==> config.mk <==
export PLATFORM = sky130hd
export DESIGN_NAME = ddr_port_arbiter
export DESIGN_NICKNAME = d
export VERILOG_FILES = /design/src/rtl/ddr_port_arbiter.sv
export SDC_FILE = /design/constraint.sdc
export NUM_CORES = 1
export LEC_CHECK = 0
export ABC_AREA = 1
export BUFFER_PORTS_ARGS = -buffer_cell sky130_fd_sc_hd__buf_2
export CORE_AREA = 3 3 114 116
export CTS_BUF_LIST = sky130_fd_sc_hd__clkbuf_8
export DETAILED_ROUTE_END_ITERATION = 16
export DIE_AREA = 0 0 117 119
export GPL_TIMING_DRIVEN = 0
export PLACE_DENSITY = 0.67
export SYNTH_ARGS = -nofsm -noshare
export SYNTH_HDL_FRONTEND = slang
export SYNTH_SLANG_ARGS = --single-unit
==> constraint.sdc <==
create_clock -name local_clk_i -period 2.5 [get_ports local_clk_i]
set_clock_uncertainty 0.2 [all_clocks]
set_input_delay 0 -clock local_clk_i [delete_from_list [all_inputs] [get_ports local_clk_i]]
set_output_delay 0 -clock local_clk_i [all_outputs]
set_load 0.02 [all_outputs]
==> src/rtl/ddr_port_arbiter.sv <==
// Round-robin arbiter sharing one ddr_ctrl_wrapper port among NUM_PORTS requesters.
// Define DDR_ARB_FIXED_PRIO_EN to select fixed priority (lowest index wins) instead.
module ddr_port_arbiter #(
  parameter int NUM_PORTS = 2
) (
  input  logic                   local_clk_i,
  input  logic                   local_reset_n_i,
  input  logic [NUM_PORTS-1:0]   m_acc_i,
  input  logic [NUM_PORTS-1:0]   m_we_i,
  input  logic [NUM_PORTS*32-1:0] m_adr_i,
  input  logic [NUM_PORTS*32-1:0] m_dat_i,
  input  logic [NUM_PORTS*4-1:0] m_sel_i,
  input  logic [NUM_PORTS*4-1:0] m_buf_width_i,
  output logic [NUM_PORTS-1:0]   m_ack_o,
  output logic [31:0]            m_dat_o,
  output logic [NUM_PORTS-1:0]   grant_o,
  output logic                   ctrl_acc_o,
  output logic                   ctrl_we_o,
  output logic [31:0]            ctrl_adr_o,
  output logic [31:0]            ctrl_dat_o,
  output logic [3:0]             ctrl_sel_o,
  output logic [3:0]             ctrl_buf_width_o,
  input  logic                   ctrl_ack_i,
  input  logic [31:0]            ctrl_dat_i,
  input  logic                   ctrl_idle_i
);
  localparam int IW = (NUM_PORTS > 2) ? 2 : 1;

  // Handshake: a requester holds acc high; each ack completes one beat, and the
  // grant is held until the full burst (1 write beat or 1<<buf_width read beats) is acked.
  typedef enum logic [1:0] {
    ST_ARB     = 2'd0,
    ST_BUSY    = 2'd1,
    ST_RELEASE = 2'd2
  } state_e;

  state_e               state_q, state_d;
  logic [NUM_PORTS-1:0] grant_q, grant_d;
  logic [IW-1:0]        gidx_q, gidx_d;
  logic                 we_q, we_d;
  logic [3:0]           bw_q, bw_d;
  logic [16:0]          len_q, len_d;
  logic [16:0]          cnt_q, cnt_d;
  logic [IW-1:0]        win_idx;
  logic                 win_found;
  logic                 start_grant;
  logic                 busy;

  assign win_found   = |m_acc_i;
  assign start_grant = (state_q == ST_ARB) && ctrl_idle_i && win_found;

`ifdef DDR_ARB_FIXED_PRIO_EN
  always_comb begin
    win_idx = '0;
    for (int p = NUM_PORTS - 1; p >= 0; p--) begin
      if (m_acc_i[p]) win_idx = IW'(p);
    end
  end
`else
  logic [IW-1:0] last_q, last_d;
  logic [IW-1:0] cand;

  // Walk from farthest to nearest so the port right after the last winner wins.
  always_comb begin
    win_idx = '0;
    cand    = '0;
    for (int k = NUM_PORTS; k >= 1; k--) begin
      cand = IW'((int'(last_q) + k) % NUM_PORTS);
      if (m_acc_i[cand]) win_idx = cand;
    end
  end

  assign last_d = start_grant ? win_idx : last_q;

  always_ff @(posedge local_clk_i or negedge local_reset_n_i) begin
    if (!local_reset_n_i) last_q <= IW'(NUM_PORTS - 1);
    else                  last_q <= last_d;
  end
`endif

  always_comb begin
    state_d = state_q;
    grant_d = grant_q;
    gidx_d  = gidx_q;
    we_d    = we_q;
    bw_d    = bw_q;
    len_d   = len_q;
    cnt_d   = cnt_q;
    case (state_q)
      ST_ARB: begin
        if (start_grant) begin
          state_d = ST_BUSY;
          grant_d = NUM_PORTS'(1) << win_idx;
          gidx_d  = win_idx;
          we_d    = m_we_i[win_idx];
          bw_d    = m_buf_width_i[int'(win_idx)*4 +: 4];
          len_d   = m_we_i[win_idx] ? 17'd1
                                    : (17'd1 << m_buf_width_i[int'(win_idx)*4 +: 4]);
          cnt_d   = '0;
        end
      end
      ST_BUSY: begin
        if (ctrl_ack_i) begin
          cnt_d = cnt_q + 17'd1;
          if (cnt_q == len_q - 17'd1) begin
            state_d = ST_RELEASE;
            grant_d = '0;
          end
        end
      end
      ST_RELEASE: state_d = ST_ARB;
      default: begin
        state_d = ST_ARB;
        grant_d = '0;
      end
    endcase
  end

  always_ff @(posedge local_clk_i or negedge local_reset_n_i) begin
    if (!local_reset_n_i) begin
      state_q <= ST_ARB;
      grant_q <= '0;
      gidx_q  <= '0;
      we_q    <= 1'b0;
      bw_q    <= '0;
      len_q   <= '0;
      cnt_q   <= '0;
    end else begin
      state_q <= state_d;
      grant_q <= grant_d;
      gidx_q  <= gidx_d;
      we_q    <= we_d;
      bw_q    <= bw_d;
      len_q   <= len_d;
      cnt_q   <= cnt_d;
    end
  end

  // Address/data/select follow the granted port live; acks are swallowed once it drops acc.
  assign busy             = (state_q == ST_BUSY);
  assign grant_o          = grant_q;
  assign ctrl_acc_o       = busy;
  assign ctrl_we_o        = busy & we_q;
  assign ctrl_buf_width_o = busy ? bw_q : 4'd0;
  assign ctrl_adr_o       = busy ? m_adr_i[int'(gidx_q)*32 +: 32] : 32'd0;
  assign ctrl_dat_o       = busy ? m_dat_i[int'(gidx_q)*32 +: 32] : 32'd0;
  assign ctrl_sel_o       = busy ? m_sel_i[int'(gidx_q)*4 +: 4] : 4'd0;
  assign m_ack_o          = (busy && ctrl_ack_i) ? (grant_q & m_acc_i) : '0;
  assign m_dat_o          = ctrl_dat_i;

endmodule

# Yosys cells after proc, flatten, opt, wreduce, memory -nomap -nowiden
# Index checks and enable logic that the tools add are counted.
# op_classes
addsub	4
order_cmp	3
eq_ne	6
shifts	6
mux	25
bitwise	3
n_reduce_logical	10
# op_table
operator	count
indexed part select 64 x 7 -> 32 bit	2
2-to-1 mux 32 bit	2
2-to-1 mux 17 bit	3
one-hot mux 17 bit (2 select lines)	1
adder 17 x 1 -> 17 bit, second input constant	1
== test 17 bit	1
left shift 1 x 4 -> 17 bit, first input constant	1
subtractor 17 x 1 -> 17 bit, second input constant	1
indexed part select 8 x 4 -> 4 bit	2
2-to-1 mux 2 bit	7
2-to-1 mux 1 bit	8
2-to-1 mux 4 bit	2
less-than comparator 1 x 2 -> 1 bit, second input constant	3
one-hot mux 2 bit (3 select lines)	1
AND reduction 3 bit	2
inequality test 2 bit, second input constant	2
one-hot mux 2 bit (2 select lines)	1
AND reduction 4 bit	1
logical AND 1 bit	3
adder 1 bit, second input constant	2
AND 2 bit	1
== test 2 x 1 -> 1 bit, second input constant	1
== test 2 bit, second input constant	1
zero test 2 bit	1
7 further kinds	7
# totals
ff_bits	45
input_bits	184
wordCells	65

# Longest topological paths before layout
# Gate-level depths: netlist of the first run.
# logic_depth
word_depth	8
depth_mapped	16
ltp_nobuf	16

# Worst setup path after synthesis of the first run
# Ideal clock, no wire load.
# synth_timing
kind	reg2reg
from	register len_q[0]
to	register grant_q[1] (netlist: grant_o[1])
arrival_ns	1.663
t_required_ns	2.181
slack_ns	0.518
path_stages_with_launch	16
n_path_buf	0
synth_period_minus_slack_ns	1.982
cell_sequence	dfrtp_1 -> inv_1 -> ha_1 -> nand2_2 -> nor2_4 -> nand2_1 -> nand2_1 -> nand2_1 -> nand2_1 -> nand3b_1 -> nor2_1 -> nand2_1 -> nand2_2 -> nand2_2 -> nand2_1 -> nand2_1
# synth_via
elab_chain_len	4
# synth_lines
item	line_no	text
from (decl)	42	logic [16:0] len_q, len_d;
from (signal assigned)	134	len_q <= len_d;
subtractor 17 x 1 -> 17 bit	105	if (cnt_q == len_q - 17'd1) begin
== test 17 bit	105	
inequality test 2 x 1 -> 1 bit (no source line)	--	
AND reduction 4 bit (no source line)	--	
to (signal assigned)	130	grant_q <= grant_d;
to (decl)	38	logic [NUM_PORTS-1:0] grant_q, grant_d;
# No other way between the ends.
# A chain may end at the register's enable or synchronous reset.

# Worst setup path in the final report of the first run
# layout_timing
from	register gidx_q
to	output port ctrl_dat_o[14]
# layout_via
elab_chain_len	2
# layout_lines
item	line_no	text
from (decl)	39	logic [IW-1:0] gidx_q, gidx_d;
from (signal assigned)	131	gidx_q <= gidx_d;
indexed part select 64 x 7 -> 32 bit	146	assign ctrl_dat_o = busy ? m_dat_i[int'(gidx_q)*32 +: 32] : 32'd0;
2-to-1 mux 32 bit	146	
to (decl)	20	output logic [31:0] ctrl_dat_o,
# No other way between the ends.

==> results of run 1 <==
## per-layer routing
layer / global-route usage [%] / vias up / routed length [um]
met1: 34.61 / 2416 / 8020
met2: 37.94 / 313 / 8441
met4: 4.444 / 12 / 269
met3: 12.65 / 34 / 2817
li1: - / 2683 / -
met5: 0 / - / 66
## sequential cells by signal (all words and copies together), names as in the netlist
register and flops:
bw_q 4, gidx_q 1, state_q 2, grant_o 2
len_q 16, last_q 1, cnt_q 17, we_q 1
## power by group through the flow
stage / sequential [mW] / clock, mW / combinational [mW]
after CTS: 1.12 / 0.582 / 4.81
final: 1.12 / 0.577 / 4.88
after global routing: 1.15 / 0.610 / 5.31
after detailed placement: 1.13 / 0 / 4.79
after global placement: 1.13 / 0 / 4.77
after floorplan: 1.09 / 0 / 3.20
## path summary, 6_finish.rpt
path	slack (ns)	start	end
max	0.14	gidx_q	ctrl_dat_o[14]
min	0.0008	m_buf_width_i[3]	len_q[0]
max reg2reg	0.15	len_q[0]	grant_o[1]
min reg2reg	0.28	last_q	last_q
max in group asynchronous	1.28	local_reset_n_i	cnt_q[7]
min in group asynchronous	0.20	local_reset_n_i	cnt_q[14]
## placed cells by master (no fill, tap or decap), drive strengths merged
master       count
a211oi           1
a21o             1
a21oi           77
a22oi            1
a31oi            2
buf            295
bufinv           1
clkbuf          29
clkinv           1
clkinvlp         1
dfrtp           43
dfstp            1
diode            3
dlygate4sd3     10
ha               2
inv             66
nand2          273
nand3           39
nand3b           3
nand4            3
nor2            52
nor3             6
nor4             3
o211ai           1
o21ai           28
o22ai           11
xnor2            4
xor2             2
## metrics by stage
stage | util [%] | setup slack, ns
2_1_floorplan | - | 0.5178
3_3_place_gp | 45.64 | 0.1428
3_5_place_dp | 45.64 | 0.1112
4_1_cts | 47.42 | 0.08347
5_1_grt | 47.54 | 0.002210
6_report | 47.54 | 0.1443
## worst max-delay path, cell delays in order, from the launching register on
cell and delay (ns):
dfrtp_1 0.37, clkbuf_1 0.15, clkinv_1 0.30, clkbuf_1 0.45, nand2_1 0.09, a21oi_1 0.27, buf_2 0.23
## final cells by class
| class | instances | area [um^2] | area share [%] |
|---|---|---|---|
| clock buffers | 5 | 68.82 | 1.205 |
| diodes | 3 | 7.507 | 0.1315 |
| clock inverters | 3 | 46.29 | 0.8107 |
| repair buffers | 271 | 1406 | 24.63 |
| flip-flops and latches | 44 | 1102 | 19.30 |
| multi-input cells | 509 | 2302 | 40.32 |
| well taps | 147 | 183.9 | 3.221 |
| inverters | 66 | 247.7 | 4.338 |
| plain buffers | 58 | 345.3 | 6.047 |
## what timing repair did
action                                  in CTS  in global routing
resized for setup                            2                 10
endpoints found under the setup margin      10                 15
endpoints found under the hold margin       63                  0
buffers inserted                             0                  0
hold buffers                                10                  0
pin swaps                                    0                  1
## logic make-up after synthesis
group / Yosys count / synth area share (%)
xor gates and xnor gates: 6 / 1.317
buffers and inverters: 125 / 14.76
DFF: 44 / 27.62
and+or+nand+nor: 379 / 39.50
AOI/OAI and AO/OA: 122 / 16.18
adders and majority gates: 2 / 0.6269
==> results.ini, run 1 <==
[route]
viasPerCell=4.935
drt-initial-drc-count=407
drc=0
wl_mm=19.61
first_pass_iters=6
via_count=5458
ant_nets=0
wl_per_cell_um=17.73

[place]
post_dp_cell_area_mm2=0.005482
portBuffers=261
gp_congestion=1.012
hpwl_mm=16.76
dp_cells=1086

[floorplanning]
die_area_mm2=0.01392
core_area_mm2=0.01201
start_util_pct=33.23
rows=40
io_pins=294
die_w_um=117
die_h_um=119

[synthesis]
netlist.top_cell.by_area=dfrtp_1
syn_inst=678
synth.area.top_cells=dfrtp_1 (27%), nand2_1 (25%), a21oi_1 (9.5%)
async_flop_share_pct=100.0
yosysSeqAreaShare_pct=27.62
ys_warn_count=0
synth_edf_count=0
postSynthAreaPerCell_um2=5.887
ys_ff_latch=44
syn-num-nets=864
yosys.cell_types.count=34
synth_ff_type=dfrtp_1
synthesis.area_mm2=0.003991
synth_top_cell_area_share_pct=26.96
yosysMostFrequentCell=nand2_1
netlist_top_cells_count=nand2_1 (267), a21oi_1 (76), inv_1 (62)

[hold_path]
holdPathStages=6
hold_class=primary input to register

[sta]
hold_violations=0
post-route-period-util_pct=94.23
maxSlewHeadroom_pct=33.92
holdWs_ns=0.0007583
worst_slew_pin_slew_ns=0.9912
fin_crit_ns=2.356
maxSlewViolCount=0
rsz0062_at_grt=no
fin_setup_tns_ns=0
fmax_ghz=0.4245
setup_viol=0

[clock_tree]
clock_path_buffers=2
cts.reportedPaths.clkPinSlew_ns=0.10
ctsHtreeMaxLevel=2
cts_made_buffers=5
worstSkewPairLatency_ns=0.30
cts-root-buf=clkbuf_8
cts_tree=built
numClockSinks=44

[finish]
stdcell_count=1106
fin_area_mm2=0.005710
syn2layout_area_growth_pct=43.07
nets=1141
fillers=1319
drive_above_1_share_pct=34.73

[critical_path]
crit_path_end_kind=primary output
startpoint_type=register
rr_worst_depth=15
critical_path_class=register to primary output
crit_fanout=15
worstPathArrival_ns=2.16
cp.required_ns=2.30

[power_and_ir_drop]
p_leak_nw=3.240
switchingPower_mw=3.841
cellPowerDensity_mw_per_mm2=1153
p_clk_share_pct=8.8
switching_share_pct=58.31
power_frac_comb_pct=74.2
power.total_mw=6.587
vdd_ir_drop_max_mv=0.5462
seqPwrFrac_pct=17.1
intPower_mw=2.746

[global_routing]
grt_start_max_net_pins=45
first_global_vias=4719
track_usage_pct=25.78
grt_overflow=0
antenna_found_initial=9
grt_pass1_wl_mm=26.94

[outcome]
outcome=complete, no violations

[flow_run]
maxCapViolCount=0

(Power assumes the default switching activity.)
==> run 2: changes to the inputs <==
--- a/config.mk
+++ b/config.mk
@@ -12,7 +12,7 @@
 export DETAILED_ROUTE_END_ITERATION = 16
 export DIE_AREA = 0 0 117 119
 export GPL_TIMING_DRIVEN = 0
-export PLACE_DENSITY = 0.67
+export PLACE_DENSITY_LB_ADDON = 0.08
 export SYNTH_ARGS = -nofsm -noshare
 export SYNTH_HDL_FRONTEND = slang
 export SYNTH_SLANG_ARGS = --single-unit
==> run 2 against run 1 <==
  * Sequential power about the same
  * Hold slack hardly changed
  * Worst setup slack about the same
  * Register-to-register slack hardly changed
  * Core utilization is 0.20 points higher
  * Combinational power fell by 3%
  * Cell count is the same
  * Die area did not move
  * Critical path depth up 1
==> results.ini, run 2 (same netlist as run 1, synthesis figures left out) <==
[outcome]
outcome=complete, no violations

[power_and_ir_drop]
p_leak_nw=3.247
cellPowerDensity_mw_per_mm2=1124
vdd_ir_drop_max_mv=0.3787
power.total_mw=6.445

[critical_path]
worstPathCellList=inv_1, nor2_4, inv_1, clkbuf_1, clkbuf_1, a21oi_1, buf_2
worstPathArrival_ns=2.16
cp.required_ns=2.30
crit_path_end_kind=primary output
slowest_delay_ns=0.46
critical_path_class=register to primary output
crit_fanout=10
startpoint_type=register
cpMaxStageDelayCell=clkbuf_1
r2r_slack_ns=0.16

[global_routing]
met1_usage_pct=32.17
met2_usage_pct=43.03
track_usage_pct=25.41
grt_overflow=0
grt_pass1_wl_mm=27.00
grt_start_max_net_pins=45
use_met3_pct=7.571
antenna_found_initial=3
busiest_layer=met2
first_global_vias=5008

[floorplanning]
rows=40
die_w_um=117
io_pins=294
core_area_mm2=0.01201
start_util_pct=33.23
die_h_um=119
die_area_mm2=0.01392

[sta]
maxSlewViolCount=0
maxSlewHeadroom_pct=32.46
fmax_ghz=0.4245
post-route-period-util_pct=94.24
worst_slew_pin_slew_ns=1.013
rsz0062_at_grt=no
hold_violations=0
fin_crit_ns=2.356
fin_setup_tns_ns=0
setup_viol=0

[route]
via_count=5314
viasPerCell=4.805
wl_per_cell_um=16.82
first_pass_iters=5
drt-initial-drc-count=356
ant_nets=0
drc=0
wl_mm=18.60

[clock_tree]
ctsHtreeMaxLevel=2
cts_made_buffers=5
numClockSinks=44
post-cts-setup-buffer-count=0
worstSkewPairLatency_ns=0.31
cts.reportedPaths.clkPinSlew_ns=0.09
clock_path_buffers=2
cts_tree=built
cts-root-buf=clkbuf_8

[finish]
final_common_cell=nand2_1
top_regs=cnt_q (17), len_q (16), bw_q (4)
nets=1144
final_cell_mix=nand2_1 (267), buf_2 (261), a21oi_1 (76)
diodes=0
largest_register=cnt_q
fin_area_mm2=0.005734
largest_reg_flops=17
syn2layout_area_growth_pct=43.67
drive_above_1_share_pct=34.52

[hold_path]
hold_class=primary input to register

[place]
post_dp_cell_area_mm2=0.005482
gp_congestion=0.9187
hpwl_mm=15.77
portBuffers=261

[flow_run]
maxCapViolCount=0

## run 2: per-layer routing
layer,share of wire (%),wire length [um]
met3,10,1949
met5,0.15,27
met4,1.3,243
met1,42,7754
met2,46,8623
## run 2: through the flow
stage	hold WS (ns)	setup slack, ns	cells	util (%)
2_1_floorplan	-0.4956	0.5178	678	-
3_3_place_gp	0.01863	0.08260	1086	45.64
3_5_place_dp	0.01956	0.1031	1086	45.64
4_1_cts	0.002028	0.01692	1105	47.52
5_1_grt	0.02462	0.007850	1106	47.74
6_report	0.0003407	0.1440	1106	47.74
## run 2: cell type report
type                    instances  area, um^2
flip-flops and latches         44        1102
inverters                      66       247.7
plain buffers                  59       347.8
repair buffers                273        1426
well taps                     147       183.9
multi-input cells             509        2311
clock buffers                   5       68.82
clock inverters                 3       46.29
fillers                      1334        6277
## run 2: report_power, final
group | internal, mW | total (mW) | switching [mW] | leakage (nW)
logic | 1.53 | 4.73 | 3.21 | 2.62
registers | 0.926 | 1.13 | 0.203 | 0.576
clock network | 0.302 | 0.584 | 0.283 | 0.0548
## run 2: what timing repair did
item                       CTS  global route
hold buffers                11             1
setup endpoints to repair    1            24
hold endpoints to repair    65             1
pin swaps                    0             0
gates resized for setup      1            11
## run 2: path summary, 6_finish.rpt
| check | from | depth (start not counted) | endpoint |
|---|---|---|---|
| setup / recovery | state_q[0] | 7 | ctrl_adr_o[17] |
| hold / removal | m_buf_width_i[2] | 5 | bw_q[2] |
| setup reg to reg | len_q[0] | 15 | grant_o[1] |
| hold reg to reg | last_q | 2 | last_q |
| max in group asynchronous | local_reset_n_i | 2 | cnt_q[5] |
| min in group asynchronous | local_reset_n_i | 2 | cnt_q[15] |
## run 2: critical path, delay by kind of cell, from the launching register on
family | cells | cell delay [ns]
buffers and inverters | 5 | 1.23
DFF | 1 | 0.38
AOI/OAI and AO/OA | 1 | 0.16
and+or+nand+nor | 1 | 0.06
==> run 3: changes to the inputs <==
--- a/config.mk
+++ b/config.mk
@@ -8,7 +8,6 @@
 export ABC_AREA = 1
 export BUFFER_PORTS_ARGS = -buffer_cell sky130_fd_sc_hd__buf_2
 export CORE_AREA = 3 3 114 116
-export CTS_BUF_LIST = sky130_fd_sc_hd__clkbuf_8
 export DETAILED_ROUTE_END_ITERATION = 16
 export DIE_AREA = 0 0 117 119
 export GPL_TIMING_DRIVEN = 0
==> run 3 against run 2 <==
  * Clock power is 33% higher
  * Total power rose by 2.9%
  * Fmax grew 1.6%
  * The flow now finishes with violations (hold timing)
  * Worst setup slack better by 0.037 ns
  * Sequential share of layout area decreased by 0.16 points
  * Via count about the same
  * Largest cell class unchanged
==> results.ini, run 3 (same netlist as run 1, synthesis figures left out) <==
[outcome]
outcome=complete, but fails checks
violations=hold timing

[sta]
rsz0062_at_grt=no
maxSlewViolCount=0
setup_viol=0
maxSlewHeadroom_pct=33.44
fin_setup_tns_ns=0
hold_violations=1
holdWs_ns=-0.01149
fmax_ghz=0.4312
post-route-period-util_pct=92.77
worst_slew_pin_slew_ns=0.9984
fin_crit_ns=2.319

[critical_path]
worstPathArrival_ns=2.12
crit_path_end_kind=primary output
critical_path_class=register to primary output
cp.required_ns=2.30
startpoint_type=register
crit_fanout=10

[clock_tree]
numClockSinks=44
cts.reportedPaths.clkPinSlew_ns=0.06
cts_tree=built
cts_made_buffers=5
clock_path_buffers=2
worstSkewPairLatency_ns=0.29
ctsHtreeMaxLevel=2
cts-root-buf=clkbuf_16

[floorplanning]
die_area_mm2=0.01392
start_util_pct=33.23
die_w_um=117
die_h_um=119
rows=40
io_pins=294
core_area_mm2=0.01201

[finish]
drive_above_1_share_pct=34.45
syn2layout_area_growth_pct=44.86
stdcell_count=1106
largest_register=cnt_q
top_regs=cnt_q (17), len_q (16), bw_q (4)
nets=1143
largest_reg_flops=17
final_cell_mix=nand2_1 (267), buf_2 (261), a21oi_1 (76)
final_common_cell=nand2_1

[power_and_ir_drop]
vdd_ir_drop_max_mv=0.3888
cellPowerDensity_mw_per_mm2=1147
p_leak_nw=3.265

[hold_path]
hold_class=primary input to register

[route]
drt-initial-drc-count=352
via_count=5309
ant_nets=0
first_pass_iters=5
wl_mm=18.55
viasPerCell=4.800
drc=0
wl_per_cell_um=16.77

[global_routing]
track_usage_pct=25.45
grt_start_max_net_pins=45
first_global_vias=5014
grt_overflow=0
grt_pass1_wl_mm=27.02
antenna_found_initial=3

[place]
dp_cells=1086
portBuffers=261
gp_congestion=0.9187
hpwl_mm=15.77

[flow_run]
maxCapViolCount=0

-- run 3: cell types whose count changed in the layout (fill, tap and decap cells not counted) --
| cell | change |
|---|---|
| clkbuf_16 | +5 |
| clkbuf_8 | -5 |
| clkbuf_1 | +1 |
| clkbuf_2 | -1 |
| diode_2 | +1 |
| dlygate4sd3_1 | -1 |
-- run 3: worst paths after layout --
path	start	end	slack (ns)	depth (start not counted)
setup / recovery	state_q[0]	ctrl_adr_o[17]	0.18	7
hold / removal	ctrl_idle_i	cnt_q[3]	-0.01	4
setup reg to reg	len_q[0]	grant_o[1]	0.20	15
hold reg to reg	last_q	last_q	0.27	2
max in group asynchronous	local_reset_n_i	cnt_q[5]	1.26	2
min in group asynchronous	local_reset_n_i	cnt_q[15]	0.21	2
-- run 3: cell type report --
class / count / area [um^2]
fill: 1329 / 6230
multi-input combinational: 509 / 2311
timing repair buffer: 272 / 1416
sequential: 44 / 1102
buffer: 59 / 346.6
inverter: 66 / 247.7
tap: 147 / 183.9
clock buffer: 5 / 125.1
clock inverter: 3 / 46.29
antenna: 1 / 2.502
-- run 3: repair_timing --
action	in CTS	in global routing
endpoints found under the hold margin	55	0
endpoints found under the setup margin	1	24
buffers inserted	0	0
gates resized for setup	1	9
hold buffers	11	0
-- run 3: layer usage --
metal / up-vias / part of all wire [%] / GRT usage [%]
met4: 4 / 1.3 / 4.516
li1: 2697 / - / -
met3: 20 / 10 / 7.571
met1: 2342 / 42 / 32.14
met2: 246 / 47 / 43.10
met5: - / 0.15 / 0
-- run 3: worst max-delay path: stages (launching register included) --
cell and delay [ns]:
dfrtp_1 0.37, inv_1 0.10, nor2_4 0.06, inv_1 0.06
clkbuf_1 0.41, clkbuf_1 0.46, a21oi_1 0.16, buf_2 0.20
-- run 3: power breakdown --
group	total, mW	switching, mW	internal (mW)
Sequential	1.13	0.201	0.927
Clock	0.778	0.302	0.475
Combinational	4.72	3.20	1.52
Total	6.63	3.71	2.93
-- run 3: stage by stage --
step                      hold WS, ns  worst slack, ns  power (mW)  utilization, %  instance area [um^2]
final                        -0.01149           0.1808       6.631           48.14                  5782
after CTS                     0.02003          0.04382       6.646           47.99                  5764
after global routing          0.01271         0.006053       7.237           48.11                  5779
after floorplan               -0.4956           0.5178       4.294               -                  3991
after global placement        0.01863          0.08260       5.835           45.64                  5482
after detailed placement      0.01956           0.1031       5.831           45.64                  5482
